`config.mk`:
```
export PLATFORM = sky130hd
export DESIGN_NAME = bcd_event_counter
export DESIGN_NICKNAME = d
export VERILOG_FILES = /design/src/rtl/bcd_event_counter.sv
export SDC_FILE = /design/constraint.sdc
export NUM_CORES = 1
export LEC_CHECK = 0
export BUFFER_PORTS_ARGS = -buffer_cell sky130_fd_sc_hd__buf_4
export CAP_MARGIN = 20
export CELL_PAD_IN_SITES_DETAIL_PLACEMENT = 1
export CELL_PAD_IN_SITES_GLOBAL_PLACEMENT = 1
export CORE_MARGIN = 2
export CORE_UTILIZATION = 42
export DETAILED_ROUTE_END_ITERATION = 16
export GPL_TIMING_DRIVEN = 0
export HOLD_SLACK_MARGIN = 0.02
export PLACE_DENSITY_LB_ADDON = 0.1
export REMOVE_ABC_BUFFERS = 1
export SETUP_SLACK_MARGIN = 0.15
export SLEW_MARGIN = 20
export SYNTH_ARGS = -nofsm -noshare
export SYNTH_HDL_FRONTEND = slang
export SYNTH_SLANG_ARGS = --single-unit
```
`constraint.sdc`:
```
create_clock -name clk_in -period 2.8 [get_ports clk_in]
set_input_delay 0.56 -clock clk_in [delete_from_list [all_inputs] [get_ports clk_in]]
set_output_delay 0.56 -clock clk_in [all_outputs]
set_load 0.01 [all_outputs]
```
`src/rtl/bcd_event_counter.sv`:
```
// Eight-digit BCD up/down event counter driven by two bouncing push-buttons.
// Each button is synchronized, debounced and turned into a single rising-edge step pulse.

module bcd_event_counter_debounce #(
    parameter int DB_COUNT = 1000000
) (
    input  logic clk_in,
    input  logic reset,
    input  logic btn,
    output logic step
);
    localparam int CW = (DB_COUNT > 1) ? $clog2(DB_COUNT) : 1;
    localparam logic [CW-1:0] CNT_MAX = CW'(DB_COUNT - 1);

    logic          sync1;
    logic          s;
    logic          db;
    logic          db_q;
    logic [CW-1:0] cnt;

    always_ff @(posedge clk_in or posedge reset) begin
        if (reset) begin
            sync1 <= 1'b0;
            s     <= 1'b0;
            db    <= 1'b0;
            db_q  <= 1'b0;
            cnt   <= '0;
            step  <= 1'b0;
        end else begin
            sync1 <= btn;
            s     <= sync1;
            db_q  <= db;
            // Only a debounced press (0->1) produces a step; releases are silent.
            step  <= db & ~db_q;
            if (s == db) begin
                cnt <= '0;
            end else if (cnt == CNT_MAX) begin
                db  <= s;
                cnt <= '0;
            end else begin
                cnt <= cnt + 1'b1;
            end
        end
    end
endmodule

module bcd_event_counter #(
    parameter int DB_COUNT = 1000000
) (
    input  logic       clk_in,
    input  logic       reset,
    input  logic       btn_inc,
    input  logic       btn_clr,
    input  logic       up,
    output logic [3:0] d7,
    output logic [3:0] d6,
    output logic [3:0] d5,
    output logic [3:0] d4,
    output logic [3:0] d3,
    output logic [3:0] d2,
    output logic [3:0] d1,
    output logic [3:0] d0,
    output logic       ovf
);
    logic            inc_step;
    logic            clr_step;
    logic [7:0][3:0] dig;
    logic [7:0][3:0] nxt;
    logic            carry;

    bcd_event_counter_debounce #(.DB_COUNT(DB_COUNT)) u_db_inc (
        .clk_in (clk_in),
        .reset  (reset),
        .btn    (btn_inc),
        .step   (inc_step)
    );

    bcd_event_counter_debounce #(.DB_COUNT(DB_COUNT)) u_db_clr (
        .clk_in (clk_in),
        .reset  (reset),
        .btn    (btn_clr),
        .step   (clr_step)
    );

    // Ripple carry/borrow from d0 upward; carry surviving past d7 means wrap-around.
    always_comb begin
        nxt   = dig;
        carry = 1'b1;
        for (int i = 0; i < 8; i++) begin
            if (carry) begin
                if (up) begin
                    if (dig[i] == 4'd9) begin
                        nxt[i] = 4'd0;
                    end else begin
                        nxt[i] = dig[i] + 4'd1;
                        carry  = 1'b0;
                    end
                end else begin
                    if (dig[i] == 4'd0) begin
                        nxt[i] = 4'd9;
                    end else begin
                        nxt[i] = dig[i] - 4'd1;
                        carry  = 1'b0;
                    end
                end
            end
        end
    end

    always_ff @(posedge clk_in or posedge reset) begin
        if (reset) begin
            dig <= '0;
            ovf <= 1'b0;
        end else if (clr_step) begin
            dig <= '0;
            ovf <= 1'b0;
        end else if (inc_step) begin
            dig <= nxt;
            ovf <= carry;
        end else begin
            ovf <= 1'b0;
        end
    end

    assign {d7, d6, d5, d4, d3, d2, d1, d0} = dig;
endmodule

```
==> run_results.csv <==
group,metric,value,unit
detailed_routing,drtAntennaViolNets,0,
yosys,synthXorXnorAreaFrac,9.28,%
global_route,grt_antenna_before_repair,0,
yosys,async_flop_share,100,%
worst_setup_path,worstSetupEndpoint,"d4[1]",
layout,drive_gt1_share,12.7,%
flow_run,maxCapViolCount,0,
layout,area_delta_synth_final,14.2,%
worst_setup_path,crit_chain,"buf_6, or3_1, a211o_4, or4_4, or3_1, a21oi_1",
timing,fmax,385,MHz
power,leakage,0.00236,uW
global_route,grt-ovfl-total,0,
floorplanning,initial_core_util,43.4,%
layout,finish.utilization,49.6,%
detailed_routing,totalWireLength,12.3,mm
floorplanning,dieHeight,113,um
yosys,synth-compound-area-share,15.5,%
timing,drv_slew,0,
global_route,met3_usage,2.89,%
yosys,synth-seq-cells,83,
timing,fin_hold_ws,0.257,ns
worst_setup_path,reg2reg_depth,5,
timing,fin_crit,2.60,ns
detailed_routing,drt-initial-drc-count,289,
yosys,synth_flop_cell,"dfrtp_1",
clock_network,insertion_delay,0.34,ns
clock_network,cts-buffers-inserted,9,
detailed_routing,drt-pass1-iter-count,11,
global_route,met1_usage,25.6,%
timing,hold_viol,0,
detailed_routing,num_vias,4351,
placed_design,globalplace.congestion,0.810,
worst_setup_path,start_kind,"input port",
timing,period_share,92.8,%
placed_design,pre_cts_ws,-0.655,ns
worst_setup_path,worst-r2r-setup-slack,0.23,ns
floorplanning,io_pins,38,
yosys,ys_top_cells_by_area,"dfrtp_1 42%, nor2_1 6.2%, xnor2_1 5.1%",
timing,fin_setup_tns,0,ns
floorplanning,rows,39,
timing,setup_ws,0.201,ns
min_path,worstHoldPathType,"in -> async",
worst_setup_path,reg2reg_to,"d4[1]",
clock_network,cts_max_level,3,
clock_network,clk_pin_slew,0.06,ns
clock_network,cts.sinks,83,
worst_setup_path,worstReg2RegStart,"d0[0]",
layout,num_antenna_cells,0,
yosys,synth_cells,582,
yosys,synth-simple-area-share,24.6,%
timing,worstMarginPinSlew,0.783,ns
placed_design,hpwl,7.71,mm
yosys,synth_cell_types,55,
global_route,top_usage_layer,"met2",
global_route,grt_pass1_vias,4440,
yosys,syn_area,5000,um2
placed_design,dp_cells,718,
yosys,ys.warnings.count,0,
clock_network,cts_tree,"built",
layout,final_cells,740,
global_route,met2_usage,35.8,%
run_status,failed_checks,"DRC",
worst_setup_path,critPathMaxStageDelay,0.58,ns
power,p_per_area,462,nW/um2
worst_setup_path,cp_max_fo,81,
global_route,grt_start_max_net_pins,82,
detailed_routing,remaining_drc_errors,7,
detailed_routing,wl_per_cell,16.7,um
yosys,synth_top_family_by_area,"simple AND/OR/NAND/NOR gates",
worst_setup_path,cpMostUsedCell,"or3_1",
global_route,grt.total_usage,20.4,%
yosys,yosysSeqAreaShare,41.5,%
timing,rsz0062_at_grt,"true",
floorplanning,coreArea,11500,um2
yosys,syn-mean-instance-area,8.60,um2
clock_network,cts_root_buffer,"clkbuf_16",
placed_design,portBuffers,37,
yosys,synth_adder_area_share,2.00,%
worst_setup_path,cp-startpoint,"up",
timing,fin_skew,0.00664,ns
worst_setup_path,worstPathArrival,2.85,ns
floorplanning,dieWidth,113,um
yosys,synth_top_cell_by_area,"dfrtp_1",
yosys,netlist.area_leader.share,41.5,%
layout,top_regs,"u_db_clr.cnt x20, u_db_inc.cnt x20",
layout,finalNetCount,605,
detailed_routing,via_per_inst,5.88,
worst_setup_path,cp_slowest_cell,"or4_4",
yosys,synth_edf_count,0,
run_status,status,"complete, but fails checks",
timing,setup_viol,0,
power,ir_drop,0.333,mV
yosys,muxShareOfSynthArea,1.85,%
worst_setup_path,crit_type,"in -> reg",
timing,slew_headroom,47.4,%
worst_setup_path,worst_setup_path_end_kind,"register",
global_route,grt_pass1_wl,21.4,mm
worst_setup_path,required,3.05,ns
clock_network,clk_path_buf_depth,2,
floorplanning,die_area,12800,um2
==> power by group <==
group	leakage (uW)	internal, uW	switching (uW)
Clock	0.000153	783	490
Combinational	0.00109	45.7	90.1
Sequential	0.00111	1210	20.0
==> metrics by stage <==
stage | instance area [um2] | power (uW)
3_3_place_gp | 5280 | 1380
6_report | 5720 | 2640
5_1_grt | 5720 | 2760
2_1_floorplan | 4820 | 1330
4_1_cts | 5700 | 2700
3_5_place_dp | 5320 | 1390
==> how the worst min path moves through the flow <==
stage,start,endpoint,slack [ns],cells after the start
floorplan,u_db_clr.sync1,u_db_clr.s,0.33,0
global placement,u_db_clr.sync1,u_db_clr.s,0.34,0
detailed placement,u_db_inc.sync1,u_db_inc.s,0.34,0
CTS,reset,u_db_clr.cnt[15],0.26,2
global route,reset,u_db_clr.cnt[5],0.29,2
finish,reset,u_db_clr.cnt[15],0.26,2
==> cell usage after synthesis (7+ instances only) <==
cell / instances
a21oi_1: 22
a221oi_1: 7
a31oi_1: 9
and3_1: 11
buf_1: 9
clkbuf_1: 32
dfrtp_1: 83
ha_1: 8
inv_1: 21
mux2i_1: 7
nand2_1: 33
nand2b_1: 9
nand3_1: 30
nand4_1: 18
nor2_1: 83
nor3_1: 17
nor4_1: 13
o21ai_0: 28
o22ai_1: 8
xnor2_1: 29
xor2_1: 24
==> cells by family (layout without fill, tap and decap cells) <==
kind of cell    after synthesis  count (layout)
xor+xnor                     53              53
buf+inv                      67              82
simple gates                245             245
flops                        83              83
mux                           9               9
fa+ha+maj                     8               8
compound gates              117             117
==> layout make-up <==
type | instances | area [um2]
flip-flops and latches | 83 | 2080
multi-input cells | 432 | 2690
repair buffers | 45 | 372
inverters | 21 | 81.3
clock inverters | 6 | 90.1
well taps | 143 | 179
clock buffers | 10 | 229
fillers | 1371 | 5800
==> repair_timing <==
item	CTS	global route
hold buffers	0	0
pin swaps	1	0
gates resized for setup	4	3
endpoints found under the setup margin	20	31
setup buffers	5	0
==> worst max-delay path, delay by kind of cell <==
family                 cells  cell delay, ns
AOI/OAI and AO/OA          2            0.60
and+or+nand+nor            3            1.40
buffers and inverters      1            0.25
==> placed cells by master (no fill, tap or decap), types with 18 or more instances in the layout <==
cell type  synthesis  routed
nor2_1            83      83
dfrtp_1           83      81
buf_4              0      41
nand2_1           33      33
nand3_1           30      30
xnor2_1           29      29
o21ai_0           28      28
xor2_1            24      24
a21oi_1           22      22
inv_1             21      20
nand4_1           18      18
==> metal layers <==
metal  up-vias  wire length (um)
met5         -                 0
met4         0                74
li1       2083                 -
met1      2214              5570
met3         6               282
met2        48              6410
Power figures use the tool's default switching activity.
